==> src/rtl/uart_boot_loader.sv <==
// uart_boot_loader
//   Boot sequencer for the Hack instruction ROM. A START pulse holds the CPU in
//   reset and arms a frame parser on the UART RX byte stream:
//     SYNC_BYTE, LEN_HI, LEN_LO, N x {hi, lo}, CSUM
//   Each word is written to the ROM write port one cycle after its low byte.
//   The CPU is released only when the 8-bit wrapping checksum over the length
//   and data bytes matches.
// Ports
//   CLK_100MHz, RESET          clock, async active-high reset
//   START                      1-cycle pulse, begin/restart a load
//   RX_DATA, RX_VALID          received byte + strobe
//   WR_EN, WR_ADDR, WR_DATA    ROM write port (registered)
//   CPU_HOLD                   ORed into CPU reset at top level
//   BUSY                       parser active (not IDLE/DONE/ERROR)
//   LOAD_OK, LOAD_ERR          sticky result of the last load
module uart_boot_loader #(
  parameter int          ADDR_W         = 15,
  parameter int          TIMEOUT_CYCLES = 10_000_000,
  parameter logic [7:0]  SYNC_BYTE      = 8'hA5
) (
  input  logic              CLK_100MHz,
  input  logic              RESET,
  input  logic              START,
  input  logic [7:0]        RX_DATA,
  input  logic              RX_VALID,
  output logic              WR_EN,
  output logic [ADDR_W-1:0] WR_ADDR,
  output logic [15:0]       WR_DATA,
  output logic              CPU_HOLD,
  output logic              BUSY,
  output logic              LOAD_OK,
  output logic              LOAD_ERR
);

  localparam int          TW   = (TIMEOUT_CYCLES > 1) ? $clog2(TIMEOUT_CYCLES) : 1;
  localparam logic [TW-1:0] TMAX = TW'(TIMEOUT_CYCLES - 1);
  // ROM capacity in words; a length above this can never fit.
  localparam logic [31:0] CAP  = 32'd1 << ADDR_W;

  typedef enum logic [3:0] {
    S_IDLE, S_SYNC, S_LEN_HI, S_LEN_LO, S_DATA_HI, S_DATA_LO, S_CSUM, S_DONE, S_ERROR
  } state_t;

  state_t              state_q, state_d;
  logic [15:0]         len_q, len_d;
  // One bit wider than the address so index+1 can equal a full-ROM length.
  logic [ADDR_W:0]     idx_q, idx_d;
  logic [ADDR_W:0]     idx_next;
  logic [7:0]          csum_q, csum_d;
  logic [7:0]          hi_q, hi_d;
  logic [TW-1:0]       timer_q, timer_d;
  logic                wr_en_q, wr_en_d;
  logic [ADDR_W-1:0]   wr_addr_q, wr_addr_d;
  logic [15:0]         wr_data_q, wr_data_d;
  logic                hold_q, hold_d;
  logic                ok_q, ok_d;
  logic                err_q, err_d;
  logic                timed;
  logic [15:0]         n_len;

  assign idx_next = idx_q + 1'b1;
  assign n_len    = {len_q[15:8], RX_DATA};
  assign timed    = (state_q == S_LEN_HI)  || (state_q == S_LEN_LO) ||
                    (state_q == S_DATA_HI) || (state_q == S_DATA_LO) ||
                    (state_q == S_CSUM);

  always_comb begin
    state_d   = state_q;
    len_d     = len_q;
    idx_d     = idx_q;
    csum_d    = csum_q;
    hi_d      = hi_q;
    timer_d   = timer_q;
    wr_en_d   = 1'b0;
    wr_addr_d = wr_addr_q;
    wr_data_d = wr_data_q;
    hold_d    = hold_q;
    ok_d      = ok_q;
    err_d     = err_q;

    // START has priority over everything, including a byte in the same cycle.
    if (START) begin
      state_d = S_SYNC;
      hold_d  = 1'b1;
      ok_d    = 1'b0;
      err_d   = 1'b0;
      idx_d   = '0;
      csum_d  = '0;
      timer_d = '0;
    end else if (state_q == S_SYNC) begin
      if (RX_VALID && RX_DATA == SYNC_BYTE) state_d = S_LEN_HI;
    end else if (timed) begin
      if (RX_VALID) begin
        timer_d = '0;
        if (state_q != S_CSUM) csum_d = csum_q + RX_DATA;
        case (state_q)
          S_LEN_HI: begin
            len_d[15:8] = RX_DATA;
            state_d     = S_LEN_LO;
          end
          S_LEN_LO: begin
            len_d = n_len;
            if (32'(n_len) > CAP) begin
              state_d = S_ERROR;
              err_d   = 1'b1;
            end else if (n_len == 16'd0) begin
              state_d = S_CSUM;
            end else begin
              state_d = S_DATA_HI;
            end
          end
          S_DATA_HI: begin
            hi_d    = RX_DATA;
            state_d = S_DATA_LO;
          end
          S_DATA_LO: begin
            // Registered write lands on the cycle after the low byte.
            wr_en_d   = 1'b1;
            wr_addr_d = idx_q[ADDR_W-1:0];
            wr_data_d = {hi_q, RX_DATA};
            idx_d     = idx_next;
            state_d   = (32'(idx_next) == 32'(len_q)) ? S_CSUM : S_DATA_HI;
          end
          S_CSUM: begin
            if (RX_DATA == csum_q) begin
              state_d = S_DONE;
              hold_d  = 1'b0;
              ok_d    = 1'b1;
            end else begin
              state_d = S_ERROR;
              err_d   = 1'b1;
            end
          end
          default: ;
        endcase
      end else if (timer_q == TMAX) begin
        // CPU_HOLD is left asserted so a partial image never runs.
        state_d = S_ERROR;
        err_d   = 1'b1;
      end else begin
        timer_d = timer_q + 1'b1;
      end
    end
  end

  always_ff @(posedge CLK_100MHz or posedge RESET) begin
    if (RESET) begin
      state_q   <= S_IDLE;
      len_q     <= '0;
      idx_q     <= '0;
      csum_q    <= '0;
      hi_q      <= '0;
      timer_q   <= '0;
      wr_en_q   <= 1'b0;
      wr_addr_q <= '0;
      wr_data_q <= '0;
      hold_q    <= 1'b0;
      ok_q      <= 1'b0;
      err_q     <= 1'b0;
    end else begin
      state_q   <= state_d;
      len_q     <= len_d;
      idx_q     <= idx_d;
      csum_q    <= csum_d;
      hi_q      <= hi_d;
      timer_q   <= timer_d;
      wr_en_q   <= wr_en_d;
      wr_addr_q <= wr_addr_d;
      wr_data_q <= wr_data_d;
      hold_q    <= hold_d;
      ok_q      <= ok_d;
      err_q     <= err_d;
    end
  end

  assign WR_EN    = wr_en_q;
  assign WR_ADDR  = wr_addr_q;
  assign WR_DATA  = wr_data_q;
  assign CPU_HOLD = hold_q;
  assign LOAD_OK  = ok_q;
  assign LOAD_ERR = err_q;
  assign BUSY     = (state_q != S_IDLE) && (state_q != S_DONE) && (state_q != S_ERROR);

endmodule

==> config.mk <==
export PLATFORM = sky130hd
export DESIGN_NAME = uart_boot_loader
export DESIGN_NICKNAME = d
export VERILOG_FILES = /design/src/rtl/uart_boot_loader.sv
export SDC_FILE = /design/constraint.sdc
export NUM_CORES = 1
export LEC_CHECK = 0
export ABC_AREA = 1
export CAP_MARGIN = 40
export CORE_MARGIN = 10
export CORE_UTILIZATION = 53
export CTS_CLUSTER_DIAMETER = 60
export DETAILED_ROUTE_END_ITERATION = 7
export PLACE_DENSITY = 0.86
export SLEW_MARGIN = 0
export SYNTH_ARGS = -nofsm -noshare
export SYNTH_HDL_FRONTEND = slang
export SYNTH_SLANG_ARGS = --single-unit
==> constraint.sdc <==
create_clock -name CLK_100MHz -period 3.7 [get_ports CLK_100MHz]
set_clock_uncertainty 0.2 [all_clocks]
set_input_delay 0.74 -clock CLK_100MHz [delete_from_list [all_inputs] [get_ports CLK_100MHz]]
set_output_delay 0.74 -clock CLK_100MHz [all_outputs]
set_load 0.005 [all_outputs]
==> results.json <==
{
  "numPortBuffers": 47,
  "endpoint_kind": "flop",
  "routabilityCongestion": 0.943,
  "core_area_sq_mm": 0.0110,
  "finalSetupViolCount": 0,
  "fin_area_sq_mm": 0.00696,
  "min_from": "hi_q[5]",
  "clockBufferDepth": 2,
  "ys_seq_area_share_pct": 46.3,
  "finalNonFillerCells": 975,
  "ys_warn_count": 0,
  "pwr-share-seq_pct": 46.4,
  "grt_remaining_overflow": 0,
  "start_util_pct": 54.6,
  "drc_errors": 0,
  "ios": 48,
  "p_sw_mw": 1.01,
  "cp_max_fo": 5,
  "crit_family": "simple AND/OR/NAND/NOR gates",
  "hold_path.class": "reg2reg",
  "relSlewSlack_pct": 55.1,
  "drt_iter0_markers": 512,
  "p_leak_nw": 3.16,
  "grt_pass1_vias": 5049,
  "dpl.hpwl_mm": 10.7,
  "critical_path.max_stage_delay_ps": 450,
  "cap_violations": 0,
  "synth_cells": 783,
  "finalHoldViolCount": 0,
  "syn_area_sq_mm": 0.00600,
  "critPathSlowestCell": "clkdlybuf4s50_1",
  "synth_nets": 805,
  "cts_tree": "done",
  "floorplan.rows": 38,
  "combPwrFrac_pct": 22.6,
  "status": "finished, final reports clean",
  "cp.arrival_ps": 2770,
  "synth_seq_cells": 111,
  "viasPerCell": 5.50,
  "final.period_utilization_pct": 72.8,
  "final.min_clock_period_ps": 2690,
  "ant_nets": 0,
  "wire_per_inst_um": 14.9,
  "drtPass1Iterations": 6,
  "synthTopCellsByArea": "dfrtp_1 (46%), nand2_1 (15%), inv_1 (5.1%)",
  "syn_area_per_cell_sq_um": 7.67,
  "htreeDepth": 3,
  "tns_ps": 0,
  "dpl_cell_area_sq_mm": 0.00665,
  "postCtsHoldBufs": 0,
  "die_area_sq_mm": 0.0160,
  "grt_pass1_wl_mm": 24.7,
  "rsz0062_at_grt": "no",
  "crit_type": "in2reg",
  "grt_use_total_pct": 18.3,
  "die_y_um": 126,
  "cts_resized": 0,
  "p_int_mw": 2.22,
  "grt_max_degree": 112,
  "tightest_slew_ps": 673,
  "start_kind": "input pin",
  "crit_path_cell_trace": "clkdlybuf4s50_1, ha_1, or2_0, nor4_1, nand2_1, o21ai_1, nor2_1, nor2_1",
  "post-place-ws_ps": 695,
  "wl_mm": 14.5,
  "netlist.top_cell.by_area": "dfrtp_1",
  "final_nets": 852,
  "die_x_um": 126,
  "powerDensity_mw_per_mm2": 464,
  "worstSkewPairLatency_ps": 360,
  "antenna_cells": 0,
  "crit_path_start": "RX_DATA[2]",
  "cpMostUsedCell": "nor2_1",
  "placedCellCount": 959,
  "numClockSinks": 111,
  "report.final.slew_viol_count": 0,
  "worst-path-buf-inv": 1,
  "route.vias.total": 5360,
  "pwr-share-clk_pct": 31.0,
  "worstPathRequired_ps": 3780,
  "synth.distinct_cells": 39,
  "antenna_found_initial": 0,
  "numCtsBuffers": 9,
  "clk_pin_slew_ps": 70,
  "setup_ws_ps": 1010,
  "reg2reg_from": "timer_q[0]",
  "final_layout_size_suffix_gt1_share_pct": 6.35,
  "switching_share_pct": 31.3,
  "post_cts.repair.setup_buffers": 0,
  "area_growth_pct": 16.0,
  "synth_top_area_share_pct": 46.3,
  "ir_worst_vdd_v": 0.000448,
  "fmax_mhz": 371,
  "root_buffer": "clkbuf_16"
}
per-layer routing:
layer / track usage [%] / up-vias / share of wire, %
met5: 0 / - / 0
met4: 5.56 / 0 / 1.6
met3: 4.41 / 17 / 5.8
met2: 28.7 / 167 / 46
met1: 24.6 / 2520 / 47
li1: - / 2656 / -
synth_stat cells, drive strengths merged:
cell type,instances
dfrtp,111
nand2,236
nand4,25
o21ai,79
o22ai,12
a21oi,14
inv,89
o211ai,1
xnor2,3
o21bai,1
ha,9
clkbuf,12
nand3b,5
nand3,49
or2,6
nor3,16
buf,7
xor2,19
a22o,2
clkinv,1
fa,1
xnor3,1
nor2,70
nor4,12
a32o,2
through the flow:
step	utilization [%]	hold slack, ps	power, mW
detailed placement	60.6	262	2.24
global placement	60.6	255	2.21
finish	63.4	277	3.23
floorplan	-	249	1.99
global route	63.4	292	3.42
CTS	63.4	278	3.25
final timing paths:
| check | end | slack [ps] | cells past startpoint |
|---|---|---|---|
| worst max-delay path | LOAD_OK | 1010 | 8 |
| max in group asynchronous | idx_q[9] | 2150 | 3 |
| min in group asynchronous | WR_DATA[11] | 680 | 3 |
| worst min register to register | WR_DATA[13] | 280 | 2 |
| worst min-delay path | WR_DATA[13] | 280 | 2 |
| worst max register to register | timer_q[5] | 1210 | 9 |
state kept, by name, indices dropped and copies added, names as in the netlist, 4 cells and up:
name     count
csum_q       8
hi_q         8
state_q      4
WR_DATA     16
WR_ADDR     15
timer_q     24
idx_q       16
len_q       16
power groups by stage:
stage                     clock network, mW  logic [mW]  registers, mW
after floorplan                           0       0.513           1.48
after global placement                    0       0.702           1.51
after detailed placement                  0       0.723           1.52
after CTS                              1.02       0.732           1.50
after global routing                   1.06       0.832           1.52
final                                  1.00       0.729           1.50
worst min-delay path, delay by kind of cell, from the launching register on:
family	cells	cell delay [ps]
DFF	1	350
and+or+nand+nor	2	100
placed cells by master (no fill, tap or decap), drive strengths merged:
cell type      netlist  routed
inv                 89      90
ha                   9       9
xnor2                3       3
buf                  7       8
o211ai               1       1
nand2              236     236
clkinv               1       2
xor2                19      19
clkinvlp             0       2
or2                  6       6
nand4               25      25
nand3b               5       5
nand3               49      49
nor4                12      12
xnor3                1       1
dfrtp              111     111
nor2                70      70
nor3                16      16
a22o                 2       2
fa                   1       1
o21bai               1       1
bufinv               0       1
o21ai               79      79
a32o                 2       2
clkdlybuf4s50        0      47
a21oi               14      14
o22ai               12      12
clkbuf              12      11
kinds of logic (layout without fill, tap and decap cells):
group	count (synthesis)	in the layout	share of synthesized area, %
buffers and inverters	109	161	7.03
AO/OA/AOI/OAI	111	111	10.1
XOR/XNOR	23	23	3.59
AND/OR/NAND/NOR	419	419	30.8
adder cells (fa/ha/maj)	10	10	2.21
flip-flops	111	111	46.3
final cells by class:
class                           count  area, sq um
Timing Repair Buffer               55          556
Clock inverter                      5         65.1
Fill cell                         878         4020
Multi-Input combinational cell    563         2800
Clock buffer                       11          243
Tap cell                          140          175
Inverter                           90          342
Sequential cell                   111         2780
Power figures use the tool's default switching activity.
